--- src/rtl/addsub_sched_if.sv ---
// Requester and shared-unit signal bundle for addsub_sched.
// slave = scheduler side, master = requesters plus the shared add/sub unit.
interface addsub_sched_if;
  logic        req0, req1;
  logic [31:0] A0, B0, A1, B1;
  logic [3:0]  control0, control1;
  logic        busy0, busy1;
  logic        done0, done1;
  logic [31:0] C0, C1;
  logic        sign0, sign1;
  logic        err0, err1;
  logic [31:0] au_A, au_B;
  logic [3:0]  au_control;
  logic        au_start;
  logic        au_finish;
  logic [31:0] au_C;
  logic        au_sign;

  modport slave (
    input  req0, req1, A0, B0, A1, B1, control0, control1,
    input  au_finish, au_C, au_sign,
    output busy0, busy1, done0, done1, C0, C1, sign0, sign1, err0, err1,
    output au_A, au_B, au_control, au_start
  );

  modport master (
    output req0, req1, A0, B0, A1, B1, control0, control1,
    output au_finish, au_C, au_sign,
    input  busy0, busy1, done0, done1, C0, C1, sign0, sign1, err0, err1,
    input  au_A, au_B, au_control, au_start
  );
endinterface

--- src/rtl/addsub_sched.sv ---
// Two-port round-robin scheduler sharing one add/sub unit (IDLE/ISSUE/WAIT/RESP).
// Optional WAIT timeout is compiled in with ADDSUB_SCHED_TIMEOUT_EN.
module addsub_sched #(
  parameter int unsigned TIMEOUT_CYCLES = 64
) (
  input logic           clock,
  input logic           reset,
  addsub_sched_if.slave bus
);
  typedef enum logic [1:0] {
    IDLE  = 2'd0,
    ISSUE = 2'd1,
    WAIT  = 2'd2,
    RESP  = 2'd3
  } state_e;

  state_e            state_q;
  logic [31:0]       a0_q, b0_q, a1_q, b1_q;
  logic [3:0]        ctl0_q, ctl1_q;
  logic [1:0]        pend_q, busy_q, done_q, sign_q, err_q;
  logic [1:0][31:0]  c_q;
  logic              sel_q, rr_q;
  logic [31:0]       au_a_q, au_b_q;
  logic [3:0]        au_ctl_q;
  logic              au_start_q;
  logic              sel_d, op_ok_d;

`ifdef ADDSUB_SCHED_TIMEOUT_EN
  localparam int unsigned CNT_W = (TIMEOUT_CYCLES > 1) ? $clog2(TIMEOUT_CYCLES) : 1;
  logic [CNT_W-1:0] wait_cnt_q;
`else
  // TIMEOUT_CYCLES only matters in the timeout build.
  if (TIMEOUT_CYCLES == 0) begin : g_timeout_unused
  end
`endif

  // Arbitration: pointer breaks ties, otherwise the single pending port wins.
  always_comb begin
    sel_d = 1'b0;
    if (pend_q == 2'b11) begin
      sel_d = rr_q;
    end else if (pend_q[1]) begin
      sel_d = 1'b1;
    end else begin
      sel_d = 1'b0;
    end
    op_ok_d = sel_d ? (ctl1_q[3:2] == 2'b10) : (ctl0_q[3:2] == 2'b10);
  end

  // Request capture, scheduler FSM and all registered outputs.
  always_ff @(posedge clock) begin
    if (reset) begin
      state_q    <= IDLE;
      a0_q       <= 32'd0;
      b0_q       <= 32'd0;
      a1_q       <= 32'd0;
      b1_q       <= 32'd0;
      ctl0_q     <= 4'd0;
      ctl1_q     <= 4'd0;
      pend_q     <= 2'b00;
      busy_q     <= 2'b00;
      done_q     <= 2'b00;
      sign_q     <= 2'b00;
      err_q      <= 2'b00;
      c_q        <= '0;
      sel_q      <= 1'b0;
      rr_q       <= 1'b0;
      au_a_q     <= 32'd0;
      au_b_q     <= 32'd0;
      au_ctl_q   <= 4'd0;
      au_start_q <= 1'b0;
`ifdef ADDSUB_SCHED_TIMEOUT_EN
      wait_cnt_q <= '0;
`endif
    end else begin
      done_q     <= 2'b00;
      au_start_q <= 1'b0;

      if (bus.req0 && !busy_q[0]) begin
        a0_q      <= bus.A0;
        b0_q      <= bus.B0;
        ctl0_q    <= bus.control0;
        pend_q[0] <= 1'b1;
        busy_q[0] <= 1'b1;
      end
      if (bus.req1 && !busy_q[1]) begin
        a1_q      <= bus.A1;
        b1_q      <= bus.B1;
        ctl1_q    <= bus.control1;
        pend_q[1] <= 1'b1;
        busy_q[1] <= 1'b1;
      end

      case (state_q)
        IDLE: begin
          if (pend_q != 2'b00) begin
            sel_q         <= sel_d;
            pend_q[sel_d] <= 1'b0;
            au_a_q        <= sel_d ? a1_q : a0_q;
            au_b_q        <= sel_d ? b1_q : b0_q;
            au_ctl_q      <= sel_d ? ctl1_q : ctl0_q;
            if (op_ok_d) begin
              state_q    <= ISSUE;
              au_start_q <= 1'b1;
            end else begin
              // Unsupported opcode: answer with an error, never touch the unit.
              state_q       <= RESP;
              done_q[sel_d] <= 1'b1;
              c_q[sel_d]    <= 32'd0;
              sign_q[sel_d] <= 1'b0;
              err_q[sel_d]  <= 1'b1;
            end
          end else begin
            state_q <= IDLE;
          end
        end
        ISSUE: begin
          state_q <= WAIT;
`ifdef ADDSUB_SCHED_TIMEOUT_EN
          wait_cnt_q <= '0;
`endif
        end
        WAIT: begin
          if (bus.au_finish) begin
            state_q       <= RESP;
            done_q[sel_q] <= 1'b1;
            c_q[sel_q]    <= bus.au_C;
            sign_q[sel_q] <= bus.au_sign;
            err_q[sel_q]  <= 1'b0;
`ifdef ADDSUB_SCHED_TIMEOUT_EN
          end else if (wait_cnt_q == CNT_W'(TIMEOUT_CYCLES - 1)) begin
            state_q       <= RESP;
            done_q[sel_q] <= 1'b1;
            c_q[sel_q]    <= 32'd0;
            sign_q[sel_q] <= 1'b0;
            err_q[sel_q]  <= 1'b1;
          end else begin
            wait_cnt_q <= wait_cnt_q + CNT_W'(1);
`else
          end else begin
            state_q <= WAIT;
`endif
          end
        end
        RESP: begin
          state_q        <= IDLE;
          busy_q[sel_q]  <= 1'b0;
          // Priority passes to the other port only if it was left waiting.
          if (pend_q[~sel_q]) begin
            rr_q <= ~sel_q;
          end else begin
            rr_q <= rr_q;
          end
        end
        default: begin
          state_q <= IDLE;
        end
      endcase
    end
  end

  assign bus.busy0      = busy_q[0];
  assign bus.busy1      = busy_q[1];
  assign bus.done0      = done_q[0];
  assign bus.done1      = done_q[1];
  assign bus.C0         = c_q[0];
  assign bus.C1         = c_q[1];
  assign bus.sign0      = sign_q[0];
  assign bus.sign1      = sign_q[1];
  assign bus.err0       = err_q[0];
  assign bus.err1       = err_q[1];
  assign bus.au_A       = au_a_q;
  assign bus.au_B       = au_b_q;
  assign bus.au_control = au_ctl_q;
  assign bus.au_start   = au_start_q;
endmodule

--- src/flat_wrapper.sv ---
// flat-port wrapper written by rule: the top's interface ports become plain ports
module addsub_sched_flat 
#(
  parameter int unsigned TIMEOUT_CYCLES = 64
)
  (clock, reset, bus_req0, bus_req1, bus_A0, bus_B0, bus_A1, bus_B1, bus_control0, bus_control1, bus_au_finish, bus_au_C, bus_au_sign, bus_busy0, bus_busy1, bus_done0, bus_done1, bus_C0, bus_C1, bus_sign0, bus_sign1, bus_err0, bus_err1, bus_au_A, bus_au_B, bus_au_control, bus_au_start);
  addsub_sched_if bus_i ();
  input logic clock;
  input logic reset;
  input wire logic [$bits(bus_i.req0)-1:0] bus_req0;
  input wire logic [$bits(bus_i.req1)-1:0] bus_req1;
  input wire logic [$bits(bus_i.A0)-1:0] bus_A0;
  input wire logic [$bits(bus_i.B0)-1:0] bus_B0;
  input wire logic [$bits(bus_i.A1)-1:0] bus_A1;
  input wire logic [$bits(bus_i.B1)-1:0] bus_B1;
  input wire logic [$bits(bus_i.control0)-1:0] bus_control0;
  input wire logic [$bits(bus_i.control1)-1:0] bus_control1;
  input wire logic [$bits(bus_i.au_finish)-1:0] bus_au_finish;
  input wire logic [$bits(bus_i.au_C)-1:0] bus_au_C;
  input wire logic [$bits(bus_i.au_sign)-1:0] bus_au_sign;
  output wire logic [$bits(bus_i.busy0)-1:0] bus_busy0;
  output wire logic [$bits(bus_i.busy1)-1:0] bus_busy1;
  output wire logic [$bits(bus_i.done0)-1:0] bus_done0;
  output wire logic [$bits(bus_i.done1)-1:0] bus_done1;
  output wire logic [$bits(bus_i.C0)-1:0] bus_C0;
  output wire logic [$bits(bus_i.C1)-1:0] bus_C1;
  output wire logic [$bits(bus_i.sign0)-1:0] bus_sign0;
  output wire logic [$bits(bus_i.sign1)-1:0] bus_sign1;
  output wire logic [$bits(bus_i.err0)-1:0] bus_err0;
  output wire logic [$bits(bus_i.err1)-1:0] bus_err1;
  output wire logic [$bits(bus_i.au_A)-1:0] bus_au_A;
  output wire logic [$bits(bus_i.au_B)-1:0] bus_au_B;
  output wire logic [$bits(bus_i.au_control)-1:0] bus_au_control;
  output wire logic [$bits(bus_i.au_start)-1:0] bus_au_start;
  assign bus_i.req0 = bus_req0;
  assign bus_i.req1 = bus_req1;
  assign bus_i.A0 = bus_A0;
  assign bus_i.B0 = bus_B0;
  assign bus_i.A1 = bus_A1;
  assign bus_i.B1 = bus_B1;
  assign bus_i.control0 = bus_control0;
  assign bus_i.control1 = bus_control1;
  assign bus_i.au_finish = bus_au_finish;
  assign bus_i.au_C = bus_au_C;
  assign bus_i.au_sign = bus_au_sign;
  assign bus_busy0 = bus_i.busy0;
  assign bus_busy1 = bus_i.busy1;
  assign bus_done0 = bus_i.done0;
  assign bus_done1 = bus_i.done1;
  assign bus_C0 = bus_i.C0;
  assign bus_C1 = bus_i.C1;
  assign bus_sign0 = bus_i.sign0;
  assign bus_sign1 = bus_i.sign1;
  assign bus_err0 = bus_i.err0;
  assign bus_err1 = bus_i.err1;
  assign bus_au_A = bus_i.au_A;
  assign bus_au_B = bus_i.au_B;
  assign bus_au_control = bus_i.au_control;
  assign bus_au_start = bus_i.au_start;
  addsub_sched #(.TIMEOUT_CYCLES(TIMEOUT_CYCLES)) u_core (.clock(clock), .reset(reset), .bus(bus_i));
endmodule
--- config.mk ---
export PLATFORM = sky130hd
export DESIGN_NAME = addsub_sched_flat
export DESIGN_NICKNAME = d
export VERILOG_FILES = /design/src/rtl/addsub_sched_if.sv /design/src/rtl/addsub_sched.sv /design/src/flat_wrapper.sv
export SDC_FILE = /design/constraint.sdc
export NUM_CORES = 1
export LEC_CHECK = 0
export CAP_MARGIN = 20
export CORE_MARGIN = 2
export CORE_UTILIZATION = 43
export CTS_BUF_LIST = sky130_fd_sc_hd__clkbuf_2
export DETAILED_ROUTE_END_ITERATION = 12
export PLACE_DENSITY = 0.82
export SETUP_SLACK_MARGIN = 0.2
export SLEW_MARGIN = 15
export SYNTH_ARGS = -nofsm -noshare
export SYNTH_HDL_FRONTEND = slang
export SYNTH_SLANG_ARGS = --single-unit
--- constraint.sdc ---
create_clock -name clock -period 2 [get_ports clock]
set_clock_uncertainty 0.05 [all_clocks]
set_input_delay 0.4 -clock clock [delete_from_list [all_inputs] [get_ports clock]]
set_output_delay 0.4 -clock clock [all_outputs]
set_load 0.005 [all_outputs]
==> metrics <==
die area 24,390 um2; core area 22,710 um2; R2R setup slack 140 ps; PD cells 833.4 nW/um2; Die Y 156.2 um; Routed WL per cell 17.77 um; commonest cells after routing, fill and taps aside nand2_1 (281), clkdlybuf4s50_1 (172), a21oi_1 (143); Hold Crit Class primary input to flip-flop; mux cell area share after synthesis 0.2011%; Crit Reg-Reg Endpoint u_core.bus.C0[22]; RSZ-0062 raised after global routing yes; First-pass DRT Iterations 9; Crit Path Max Fanout 33; worst skew pair latency 820 ps; gr usage total 24.67%; gr ovfl total 0; largest area contributor in the netlist dfxtp_1; largest family of logic cells by synthesized area compound AO/OA/AOI/OAI gates; Worst Path Arrival 2480 ps; layout cell share with drive strength beyond 1 31.50%; FMAX 537.4 MHz; Crit Path Class flip-flop to flip-flop; Initial Util 43.84%; WHS Path Cells 3; Clock Sinks 283; IO Pins 315; max-cap violation count 0; area grow syn2layout 47.98%; CTS tree yes; vias in the first global route 9,919; critical path buffer and inverter count 1; Post-Synth XOR/XNOR Area 0%; reg2reg path depth 6; Pleak 6.198 nW; simple-gate share of the synthesized area 17.47%; final count of hold timing violations 0; Crit path largest cell delay 410 ps; Syn Nets 1,277; CTS Buffer Depth 3; commonest non-fill, non-tap cell in the layout nand2_1; Post-Route WL 32,520 um; Final Util 64.88%; row count 55; H-tree Lvls 3; Startpoint Class flip-flop; DRC 0; Synth Area in Adders 0.3770%; outcome complete, no violations; largest net degree at the start of global routing 93; DR iter-0 viols 847; fin nets 1,678; antenna violations before repair 3; CP max stage cell a2111oi_4; Worst Hold Slack 71.32 ps; first-pass GRT wire length 48,270 um; die width 156.2 um; Yosys top cell area share 56.91%; hpwl dp 19,400 um; post-synthesis sequential area ratio 56.91%; fin crit period 1861 ps; Synth Area in Compound Gates 20.80%; worst r2r src u_core.rr_q; Vias 10,000; ranking of synthesized cells by area dfxtp_1 (57%), nand2_1 (11%), a21oi_1 (7.2%); CP top delay family compound AO/OA/AOI/OAI gates; setup TNS 0 ps; number of buffers created by CTS 71; Hold EP u_core.a0_q[20]; Port Buffers 314; clock-pin slew on the worst setup and hold paths 90 ps; yosys warns 0; Yosys cell types 33; register bit total from synthesis 283; Avg Cell Area, Syn 9.051 um2; Max Slew Vio Count 0; mapped cell area 9956 um2; GP Congestion 0.7925; hold wc startpoint bus_A0[20]; critical-path cell list nand2b_2, and2_4, a2111oi_4, a21oi_2, buf_12, a22o_1; ANT nets after route 0; Tightest Pin Transition 442.7 ps; root buffer cell clkbuf_2; CP required 2620 ps; Peak VDD IR 515.7 uV; Cells after Synth 1,100; fin crit share 93.04%; Slew HR 70.49%; final setup fails 0; Via density 5.464; capturing element type of the critical path flip-flop
## layout make-up
class,instances,area (um2)
antenna,2,5.005
clock buffer,93,465.4
clock inverter,22,152.6
fill,1785,7976
inverter,3,11.26
multi-input combinational,717,3935
sequential,283,5853
tap,285,356.6
timing repair buffer,425,3954
## kinds of logic after synthesis
kind of cell,count (synthesis)
and+or+nand+nor,423
AOI/OAI and AO/OA,289
DFF,283
buffers and inverters,100
adders and majority gates,3
muxes,2
## Yosys cell counts
master     count
a21oi_1      144
a22o_1        66
a21oi_2        2
o21ai_1        2
mux2i_1        2
buf_6          3
buf_1          3
clkbuf_1      73
a311oi_1       2
o22ai_1        1
ha_1           3
nand2b_1       6
o21ai_0        2
o21a_1         1
a211oi_1       1
buf_2         17
a21o_1         1
nand3_1        1
nor2b_1       39
buf_4          1
nor3_1         4
inv_1          3
a2111oi_4      1
and2_4         1
dfxtp_1      283
a222oi_1      66
and3_1         1
and2_1         2
or4_1          1
nand2_1      281
nor2_1        85
nor3_4         1
nand3b_1       1
## worst reg2reg max path, cell delays in order, from the launching register on
cell,delay [ps]
dfxtp_1,320
nand2b_2,210
and2_4,210
a2111oi_4,410
a21oi_2,120
buf_12,190
a22o_1,250
## registers in the layout, indices dropped and copies added, names as in the netlist, 4 cells and up
register               cells
u_core.bus.au_B           32
u_core.ctl1_q              4
u_core.a0_q               32
u_core.bus.C0             32
u_core.bus.au_A           32
u_core.ctl0_q              4
u_core.b1_q               32
u_core.bus.C1             32
u_core.bus.au_control      4
u_core.b0_q               32
u_core.a1_q               32
## stage by stage
stage / instances / total power, mW / instance area [um2] / setup WS (ps)
3_5_place_dp: 1628 / 8.316 / 13530 / -6.419
5_1_grt: 1830 / 12.85 / 14730 / 71.33
4_1_cts: 1814 / 12.08 / 14340 / 112.5
2_1_floorplan: 1100 / 7.241 / 9991 / 197.0
6_report: 1830 / 12.28 / 14730 / 139.2
3_3_place_gp: 1628 / 8.265 / 13530 / 25.49
## worst max-delay path by stage
stage	start	endpoint	cells past startpoint
floorplan	u_core.state_q[1]	u_core.bus.C1[0]	9
global placement	bus_au_finish	u_core.bus.C0[27]	6
detailed placement	bus_au_finish	u_core.bus.C0[27]	6
CTS	u_core.busy_q[1]	bus_busy1	1
global route	u_core.rr_q	u_core.bus.C0[22]	6
finish	u_core.rr_q	u_core.bus.C0[22]	6
## power by group
part	switching [mW]	internal [mW]	total (mW)	leakage, nW
combinational	1.21	1.14	2.35	3.37
sequential	0.182	5.95	6.13	2.38
clock	2.27	1.52	3.79	0.451
## layer usage
metal | vias up | wire, um | share of wire (%) | GRT usage, %
li1 | 4673 | - | - | -
met1 | 4698 | 12250 | 38 | 27.10
met2 | 539 | 15920 | 49 | 42.67
met3 | 88 | 3125 | 9.6 | 7.528
met4 | 2 | 1219 | 3.7 | 13.41
met5 | - | 12 | 0.037 | 0
## repair_timing
item,4_1_cts,5_1_grt
endpoints found under the hold margin,28,0
setup endpoints to repair,207,134
buffers inserted,43,10
hold buffers,28,0
gates cloned,0,4
resized for setup,721,39
pin swaps,0,6
Note: power is estimated with default switching activity, not from simulation.
